==> src/rtl/mod_reduct_solinas2_pkg.sv <==
// Elaboration-time helpers for the solinas2 modular reducer.
// Derives the modulus exponent k, the fold count, per-stage widths,
// slice offsets into the flattened data pipeline and the total latency.
package mod_reduct_solinas2_pkg;

  localparam int unsigned MAX_MOD_W = 128;
  localparam int unsigned MAX_FOLD  = 16;
  localparam int unsigned FW_W      = 16;
  localparam int unsigned FI_W      = $clog2(MAX_FOLD + 1);
  localparam int unsigned DIFF_W    = MAX_MOD_W + 1;

  // Entry 0 is the operand width, entry i the width after fold i.
  typedef logic [MAX_FOLD:0][FW_W-1:0] fold_w_t;

  // Returns k such that mod_m = 2^mod_w - 2^k + 1, or 0 when mod_m has no such form.
  function automatic int unsigned get_int_pow(input int unsigned mod_w,
                                              input logic [MAX_MOD_W-1:0] mod_m);
    logic [DIFF_W-1:0] diff;
    int unsigned       k;
    k    = 0;
    diff = (DIFF_W'(1) << mod_w) + DIFF_W'(1) - DIFF_W'(mod_m);
    for (int unsigned i = 1; i + 2 <= mod_w; i++) begin
      if (diff == (DIFF_W'(1) << i)) k = i;
    end
    return k;
  endfunction

  // Width of y = (hi << k) - hi + lo for an input of width wi.
  function automatic int unsigned get_fold_out_w(input int unsigned mod_w, k, wi);
    int unsigned grown;
    grown = wi - mod_w + k;
    return ((grown > mod_w) ? grown : mod_w) + 1;
  endfunction

  function automatic int unsigned get_fold_nb(input int unsigned mod_w, k, op_w);
    int unsigned w;
    int unsigned n;
    w = op_w;
    n = 0;
    while ((w > mod_w + 1) && (n < MAX_FOLD)) begin
      w = get_fold_out_w(mod_w, k, w);
      n++;
    end
    return n;
  endfunction

  function automatic fold_w_t get_fold_w(input int unsigned mod_w, k, op_w);
    fold_w_t     fw;
    int unsigned w;
    fw    = '0;
    w     = op_w;
    fw[0] = FW_W'(w);
    for (int unsigned i = 1; i <= MAX_FOLD; i++) begin
      if (w > mod_w + 1) w = get_fold_out_w(mod_w, k, w);
      fw[FI_W'(i)] = FW_W'(w);
    end
    return fw;
  endfunction

  // Bit offset of stage idx inside the flattened data vector.
  function automatic int unsigned get_fold_off(input fold_w_t fw, input int unsigned idx);
    int unsigned off;
    off = 0;
    for (int unsigned i = 0; i < idx; i++) begin
      off += 32'(fw[FI_W'(i)]);
    end
    return off;
  endfunction

  function automatic int unsigned get_lat(input int unsigned in_pipe, nb_fold);
    return in_pipe + nb_fold + 1;
  endfunction

endpackage

==> src/rtl/common_lib_delay_side.sv <==
// One-cycle delay of an avail qualifier plus sideband.
// Ports: clk, s_rst_n (synchronous, active-low), in_avail/in_side -> out_avail/out_side.
// RST_SIDE[0] resets sideband to 0, RST_SIDE[1] to 1, neither leaves it unreset.
module common_lib_delay_side #(
  parameter int unsigned SIDE_W   = 1,
  parameter logic [1:0]  RST_SIDE = 2'b00
) (
  input  logic              clk,
  input  logic              s_rst_n,
  input  logic              in_avail,
  input  logic [SIDE_W-1:0] in_side,
  output logic              out_avail,
  output logic [SIDE_W-1:0] out_side
);

  always_ff @(posedge clk) begin
    if (!s_rst_n) out_avail <= 1'b0;
    else          out_avail <= in_avail;
  end

  generate
    if (RST_SIDE[0]) begin : g_side_rst0
      always_ff @(posedge clk) begin
        if (!s_rst_n) out_side <= '0;
        else          out_side <= in_side;
      end
    end else if (RST_SIDE[1]) begin : g_side_rst1
      always_ff @(posedge clk) begin
        if (!s_rst_n) out_side <= '1;
        else          out_side <= in_side;
      end
    end else begin : g_side_norst
      always_ff @(posedge clk) out_side <= in_side;
    end
  endgenerate

endmodule

==> src/rtl/mod_reduct_solinas2_fold.sv <==
// One registered fold step using 2^MOD_W == 2^K - 1 (mod p).
// Ports: clk; x (IN_W) input; y (OUT_W) = (x_hi << K) - x_hi + x_lo, registered.
module mod_reduct_solinas2_fold
  import mod_reduct_solinas2_pkg::*;
#(
  parameter int unsigned MOD_W = 64,
  parameter int unsigned K     = 32,
  parameter int unsigned IN_W  = 128,
  parameter int unsigned OUT_W = 97
) (
  input  logic             clk,
  input  logic [IN_W-1:0]  x,
  output logic [OUT_W-1:0] y
);

  localparam int unsigned HI_W = IN_W - MOD_W;

  logic [HI_W-1:0]  hi;
  logic [MOD_W-1:0] lo;
  logic [OUT_W-1:0] hi_ext;
  logic [OUT_W-1:0] lo_ext;
  logic [OUT_W-1:0] y_c;

  assign hi     = x[IN_W-1:MOD_W];
  assign lo     = x[MOD_W-1:0];
  assign hi_ext = OUT_W'(hi);
  assign lo_ext = OUT_W'(lo);

  // (hi << K) >= hi, so the subtraction never wraps.
  assign y_c = (hi_ext << K) - hi_ext + lo_ext;

  always_ff @(posedge clk) y <= y_c;

endmodule

==> src/rtl/mod_reduct_solinas2.sv <==
// Pipelined reduction of a wide operand modulo p = 2^MOD_W - 2^k + 1.
// Ports: clk, s_rst (sync, active-high); a/in_avail/in_side operand input;
// z/out_avail/out_side canonical residue in [0, p) after LAT cycles.
module mod_reduct_solinas2
  import mod_reduct_solinas2_pkg::*;
#(
  parameter int unsigned      MOD_W    = 64,
  parameter logic [MOD_W-1:0] MOD_M    = MOD_W'(64'hFFFF_FFFF_0000_0001),
  parameter int unsigned      OP_W     = 2 * MOD_W,
  parameter bit               IN_PIPE  = 1'b1,
  parameter int unsigned      SIDE_W   = 0,
  parameter logic [1:0]       RST_SIDE = 2'b00
) (
  input  logic                                 clk,
  input  logic                                 s_rst,
  input  logic [OP_W-1:0]                      a,
  input  logic                                 in_avail,
  input  logic [((SIDE_W > 0) ? SIDE_W : 1)-1:0] in_side,
  output logic [MOD_W-1:0]                     z,
  output logic                                 out_avail,
  output logic [((SIDE_W > 0) ? SIDE_W : 1)-1:0] out_side
);

  localparam int unsigned K       = get_int_pow(MOD_W, MAX_MOD_W'(MOD_M));
  localparam int unsigned NB_FOLD = get_fold_nb(MOD_W, K, OP_W);
  localparam fold_w_t     FOLD_W  = get_fold_w(MOD_W, K, OP_W);
  localparam int unsigned LAT     = get_lat(32'(IN_PIPE), NB_FOLD);
  localparam int unsigned SW      = (SIDE_W > 0) ? SIDE_W : 1;
  localparam int unsigned DAT_W   = get_fold_off(FOLD_W, NB_FOLD + 1);
  localparam int unsigned C_OFF   = get_fold_off(FOLD_W, NB_FOLD);
  localparam int unsigned C_W     = 32'(FOLD_W[FI_W'(NB_FOLD)]);
  localparam int unsigned XC_W    = MOD_W + 2;

  // Reject parameter sets the datapath cannot handle.
  generate
    if ((MOD_W < 3) || (MOD_W > MAX_MOD_W)) begin : g_bad_w
      $fatal(1, "mod_reduct_solinas2: MOD_W=%0d out of range", MOD_W);
    end
    if (K == 0) begin : g_bad_mod
      $fatal(1, "mod_reduct_solinas2: MOD_M=%0h is not 2^MOD_W - 2^k + 1", MOD_M);
    end
    if (OP_W < MOD_W + 1) begin : g_bad_op
      $fatal(1, "mod_reduct_solinas2: OP_W=%0d must be at least MOD_W+1", OP_W);
    end
    if (NB_FOLD >= MAX_FOLD) begin : g_bad_fold
      $fatal(1, "mod_reduct_solinas2: too many fold stages");
    end
  endgenerate

  // All stage data, flattened; stage i lives at get_fold_off(FOLD_W, i).
  logic [DAT_W-1:0] dat;

  // Optional input register.
  generate
    if (IN_PIPE) begin : g_in_pipe
      logic [OP_W-1:0] a_q;
      always_ff @(posedge clk) a_q <= a;
      assign dat[OP_W-1:0] = a_q;
    end else begin : g_in_comb
      assign dat[OP_W-1:0] = a;
    end
  endgenerate

  // Fold chain: each step shrinks the width until it fits in MOD_W+1 bits.
  generate
    for (genvar i = 0; i < NB_FOLD; i++) begin : g_fold
      localparam int unsigned IW   = 32'(FOLD_W[FI_W'(i)]);
      localparam int unsigned OW   = 32'(FOLD_W[FI_W'(i + 1)]);
      localparam int unsigned IOFF = get_fold_off(FOLD_W, i);
      localparam int unsigned OOFF = get_fold_off(FOLD_W, i + 1);
      logic [OW-1:0] y;
      mod_reduct_solinas2_fold #(
        .MOD_W(MOD_W),
        .K    (K),
        .IN_W (IW),
        .OUT_W(OW)
      ) u_fold (
        .clk(clk),
        .x  (dat[IOFF +: IW]),
        .y  (y)
      );
      assign dat[OOFF +: OW] = y;
    end
  endgenerate

  // Correction: x < 2^(MOD_W+1) < 3p, so one of x, x-p, x-2p is canonical.
  localparam logic [XC_W-1:0] P1 = XC_W'(MOD_M);
  localparam logic [XC_W-1:0] P2 = XC_W'(MOD_M) << 1;

  logic [XC_W-1:0] xc;
  logic [XC_W-1:0] d1;
  logic [XC_W-1:0] d2;

  assign xc = XC_W'(dat[C_OFF +: C_W]);
  assign d1 = xc - P1;
  assign d2 = xc - P2;

  always_ff @(posedge clk) begin
    if (!d2[XC_W-1])      z <= MOD_W'(d2);
    else if (!d1[XC_W-1]) z <= MOD_W'(d1);
    else                  z <= MOD_W'(xc);
  end

  // Avail/sideband pipeline, one delay per data stage.
  logic [LAT:0]         av;
  logic [LAT:0][SW-1:0] sd;

  assign av[0] = in_avail;
  assign sd[0] = in_side;

  generate
    for (genvar j = 0; j < LAT; j++) begin : g_dly
      common_lib_delay_side #(
        .SIDE_W  (SW),
        .RST_SIDE(RST_SIDE)
      ) u_dly (
        .clk      (clk),
        .s_rst_n  (~s_rst),
        .in_avail (av[j]),
        .in_side  (sd[j]),
        .out_avail(av[j+1]),
        .out_side (sd[j+1])
      );
    end
  endgenerate

  assign out_avail = av[LAT];
  assign out_side  = sd[LAT];

endmodule

==> config.mk <==
export PLATFORM = sky130hd
export DESIGN_NAME = mod_reduct_solinas2
export DESIGN_NICKNAME = d
export VERILOG_FILES = /design/src/rtl/mod_reduct_solinas2_pkg.sv /design/src/rtl/common_lib_delay_side.sv /design/src/rtl/mod_reduct_solinas2_fold.sv /design/src/rtl/mod_reduct_solinas2.sv
export SDC_FILE = /design/constraint.sdc
export NUM_CORES = 1
export LEC_CHECK = 0
export CAP_MARGIN = 25
export CORE_MARGIN = 2
export CORE_UTILIZATION = 64
export CTS_CLUSTER_SIZE = 40
export DETAILED_ROUTE_END_ITERATION = 16
export PLACE_DENSITY = 0.92
export SYNTH_ARGS = -nofsm -noshare
export SYNTH_HDL_FRONTEND = slang
export SYNTH_SLANG_ARGS = --single-unit
==> constraint.sdc <==
create_clock -name clk -period 6.4 [get_ports clk]
set_clock_uncertainty 0.1 [all_clocks]
set_input_delay 1.92 -clock clk [delete_from_list [all_inputs] [get_ports clk]]
set_output_delay 1.92 -clock clk [all_outputs]
set_load 0.005 [all_outputs]
==> results_dict.tcl <==
set metrics [dict create \
    max_cap_violations 0 \
    grt_pass1_wl_um 120000 \
    synth-seq-area-share_pct 33.3 \
    powerDensity_mw_per_mm2 560 \
    synth_top_area_share_pct 33.3 \
    worst_pin_slew_ns 1.04 \
    final_max_slew_viol_count 0 \
    cts_sinks 430 \
    clock.fmax_mhz 212 \
    synthMuxAreaShare_pct 0.0387 \
    synth_compound_area_share_pct 19.1 \
    pin_count 198 \
    synth_xor_area_share_pct 9.24 \
    min_period_ns 4.72 \
    rsz0062_at_grt "false" \
    final_cell_area_mm2 0.0298 \
    path_clk_slew_ns 0.06 \
    netlist_instances 3000 \
    dpl_cell_area_mm2 0.0283 \
    route.final.wire_length_um 77800 \
    cts-buffers-inserted 44 \
    place_ws_ns 1.74 \
    drcViolationCount 0 \
    max_slew_margin_pct 30.2 \
    grt-ovfl-total 0 \
    layout_setup_ws_ns 1.68 \
    min_period_over_period_pct 73.8 \
    crit_type "reg2reg" \
    antenna_found_initial 1 \
    fin_cells 3743 \
    fin_setup_tns_ns 0 \
    ff2ff_path_depth 14 \
    post_drt_wl_per_cell_um 20.8 \
    end_kind "flop" \
    synthTopCellsByArea "dfxtp_1 33%, ha_1 16%, xnor2_1 5.4%" \
    die-area_mm2 0.0421 \
    ys_seq_elements 430 \
    track_usage_pct 36.5 \
    synthArstFlopShare_pct 0 \
    synth.cell_area_mm2 0.0259 \
    status "finished, final reports clean" \
    final_common_cell "dfxtp_1" \
    ir_drop_v 0.000283 \
    p_total_uw 16700 \
    htreeDepth 2 \
    worstSkewPairLatency_ns 0.59 \
    initial_core_util_pct 65.0 \
    synth_simple_gate_area_share_pct 13.5 \
    hold_buffers 0 \
    cts_root_buf "clkbuf_16" \
    cp_max_fo 5 \
    grt_max_degree 31 \
    startpoint_type "flop" \
    synth_edf_count 0 \
    cts_tree "yes" \
    syn_to_final_growth_pct 15.1 \
    hold_violations 0 \
    drtIter0Drc 1780 \
    num_antenna_cells 0 \
    grt_pass1_vias 22581 \
    hpwl_um 62400 \
    cts_buffer_depth 3 \
    layout_common_cells "430 x dfxtp_1, 345 x inv_1, 324 x ha_1" \
    post_cts_resized 0 \
    drtAntennaViolNets 0 \
    num_vias 22867 \
    synth_area_per_cell_um2 8.63 \
    ys.flop_type "dfxtp_1" \
    synth.distinct_cells 86 \
    final-setup-viol-count 0 \
    hold_path_class "reg2reg" \
    p_leak_uw 0.0138 \
    post_cts_buffers 0 \
    crit_arrival_ns 5.14 \
    viasPerCell 6.11 \
    fp.dieH_um 205 \
    port_buffers 197 \
    dp_cells 3663 \
    core-area_mm2 0.0398 \
    rows 73 \
    whs_path_depth 0 \
    gp_congestion 1.04 \
    nets 3677 \
    synth_adder_area_share_pct 18.4 \
    drive_above_1_share_pct 3.45 \
    firstDrtPassIters 8 \
    die_x_um 205 \
    yosysWarnings 0 \
    synth_top_area_cell "dfxtp_1" \
    synth_top_family_by_area "compound AO/OA/AOI/OAI gates" \
    cp.required_ns 6.81 \
]
-- metal layers --
metal / vias to the layer above / part of all wire, % / global-route usage [%]
met4: 2 / 7.0 / 23.4
met2: 1144 / 48 / 63.9
met1: 10671 / 39 / 42.2
li1: 10775 / - / -
met5: - / 0.022 / 0
met3: 275 / 6.3 / 4.49
-- synthesized netlist by cell type (7+ instances only) --
library cell	count
a211oi_1	20
a21boi_0	9
a21o_1	106
a21oi_1	274
a221oi_1	7
a31o_2	7
a31oi_1	29
a41oi_1	7
and2_1	10
and3_1	25
and4_1	9
buf_2	8
clkbuf_1	77
dfxtp_1	430
fa_1	36
ha_1	324
inv_1	345
nand2_1	230
nand2b_1	11
nand3_1	58
nand4_1	82
nor2_1	167
nor2b_1	17
nor3_1	42
nor4_1	16
o2111ai_1	9
o211ai_1	13
o21a_1	35
o21ai_0	136
o21bai_1	38
o221ai_1	8
o31ai_1	21
or2_2	7
or3_1	14
xnor2_1	161
xor2_1	112
-- worst paths after layout --
| kind | endpoint | from | slack (ns) |
|---|---|---|---|
| worst min register to register | g_dly[3].u_dly.out_side$_DFF_P_ | g_dly[2].u_dly.out_side$_DFF_P_ | 0.24 |
| worst max-delay path | g_fold[0].u_fold.y[94]$_DFF_P_ | g_in_pipe.a_q[73]$_DFF_P_ | 1.68 |
| worst max register to register | g_fold[0].u_fold.y[94]$_DFF_P_ | g_in_pipe.a_q[73]$_DFF_P_ | 1.68 |
| worst min-delay path | g_dly[3].u_dly.out_side$_DFF_P_ | g_dly[2].u_dly.out_side$_DFF_P_ | 0.24 |
-- final cells by class --
| class | count | area [µm²] |
|---|---|---|
| Fill cell | 2780 | 10000 |
| Multi-Input combinational cell | 2165 | 15700 |
| Tap cell | 525 | 657 |
| Timing Repair Buffer | 199 | 2010 |
| Inverter | 345 | 1290 |
| Sequential cell | 430 | 8610 |
| Clock inverter | 17 | 193 |
| Clock buffer | 62 | 1300 |
-- state kept, by name (all words and copies together), names as in the netlist --
register / flops
g_dly.u_dly.out_avail: 5
g_dly.u_dly.out_side: 5
g_fold.u_fold.y: 228
g_in_pipe.a_q: 128
z: 64
-- report_power, final --
| part | internal, µW | leakage (µW) | switching, µW | total, µW |
|---|---|---|---|---|
| combinational | 4030 | 0.00946 | 5630 | 9660 |
| sequential | 3740 | 0.00363 | 643 | 4380 |
| clock | 1540 | 0.000726 | 1090 | 2630 |
| total | 9310 | 0.0138 | 7360 | 16700 |
-- stage by stage --
stage / util, % / hold WS [ns]
finish: 74.8 / 0.244
detailed placement: 71.0 / 0.234
global route: 74.8 / 0.256
global placement: 71.0 / 0.210
CTS: 74.7 / 0.248
floorplan: - / 0.210
-- worst max-delay path: stages, from the launching register on --
cell       delay (ns)
dfxtp_1          0.30
inv_1            0.17
ha_1             0.28
ha_1             0.41
nand2_1          0.15
o21bai_1         0.19
o2bb2ai_1        0.19
o31ai_4          0.33
a21oi_1          0.23
o31ai_1          0.74
a31oi_1          0.43
o21ai_2          0.39
a21boi_1         0.17
o41ai_1          0.37
xor2_1           0.18
-- cells by family after synthesis --
logic type,Yosys count
AOI/OAI and AO/OA,780
and+or+nand+nor,721
buffers and inverters,434
DFF,430
adders and majority gates,360
xor gates and xnor gates,273
other,1
muxes,1
No activity file was read; power rests on OpenSTA's default activity.
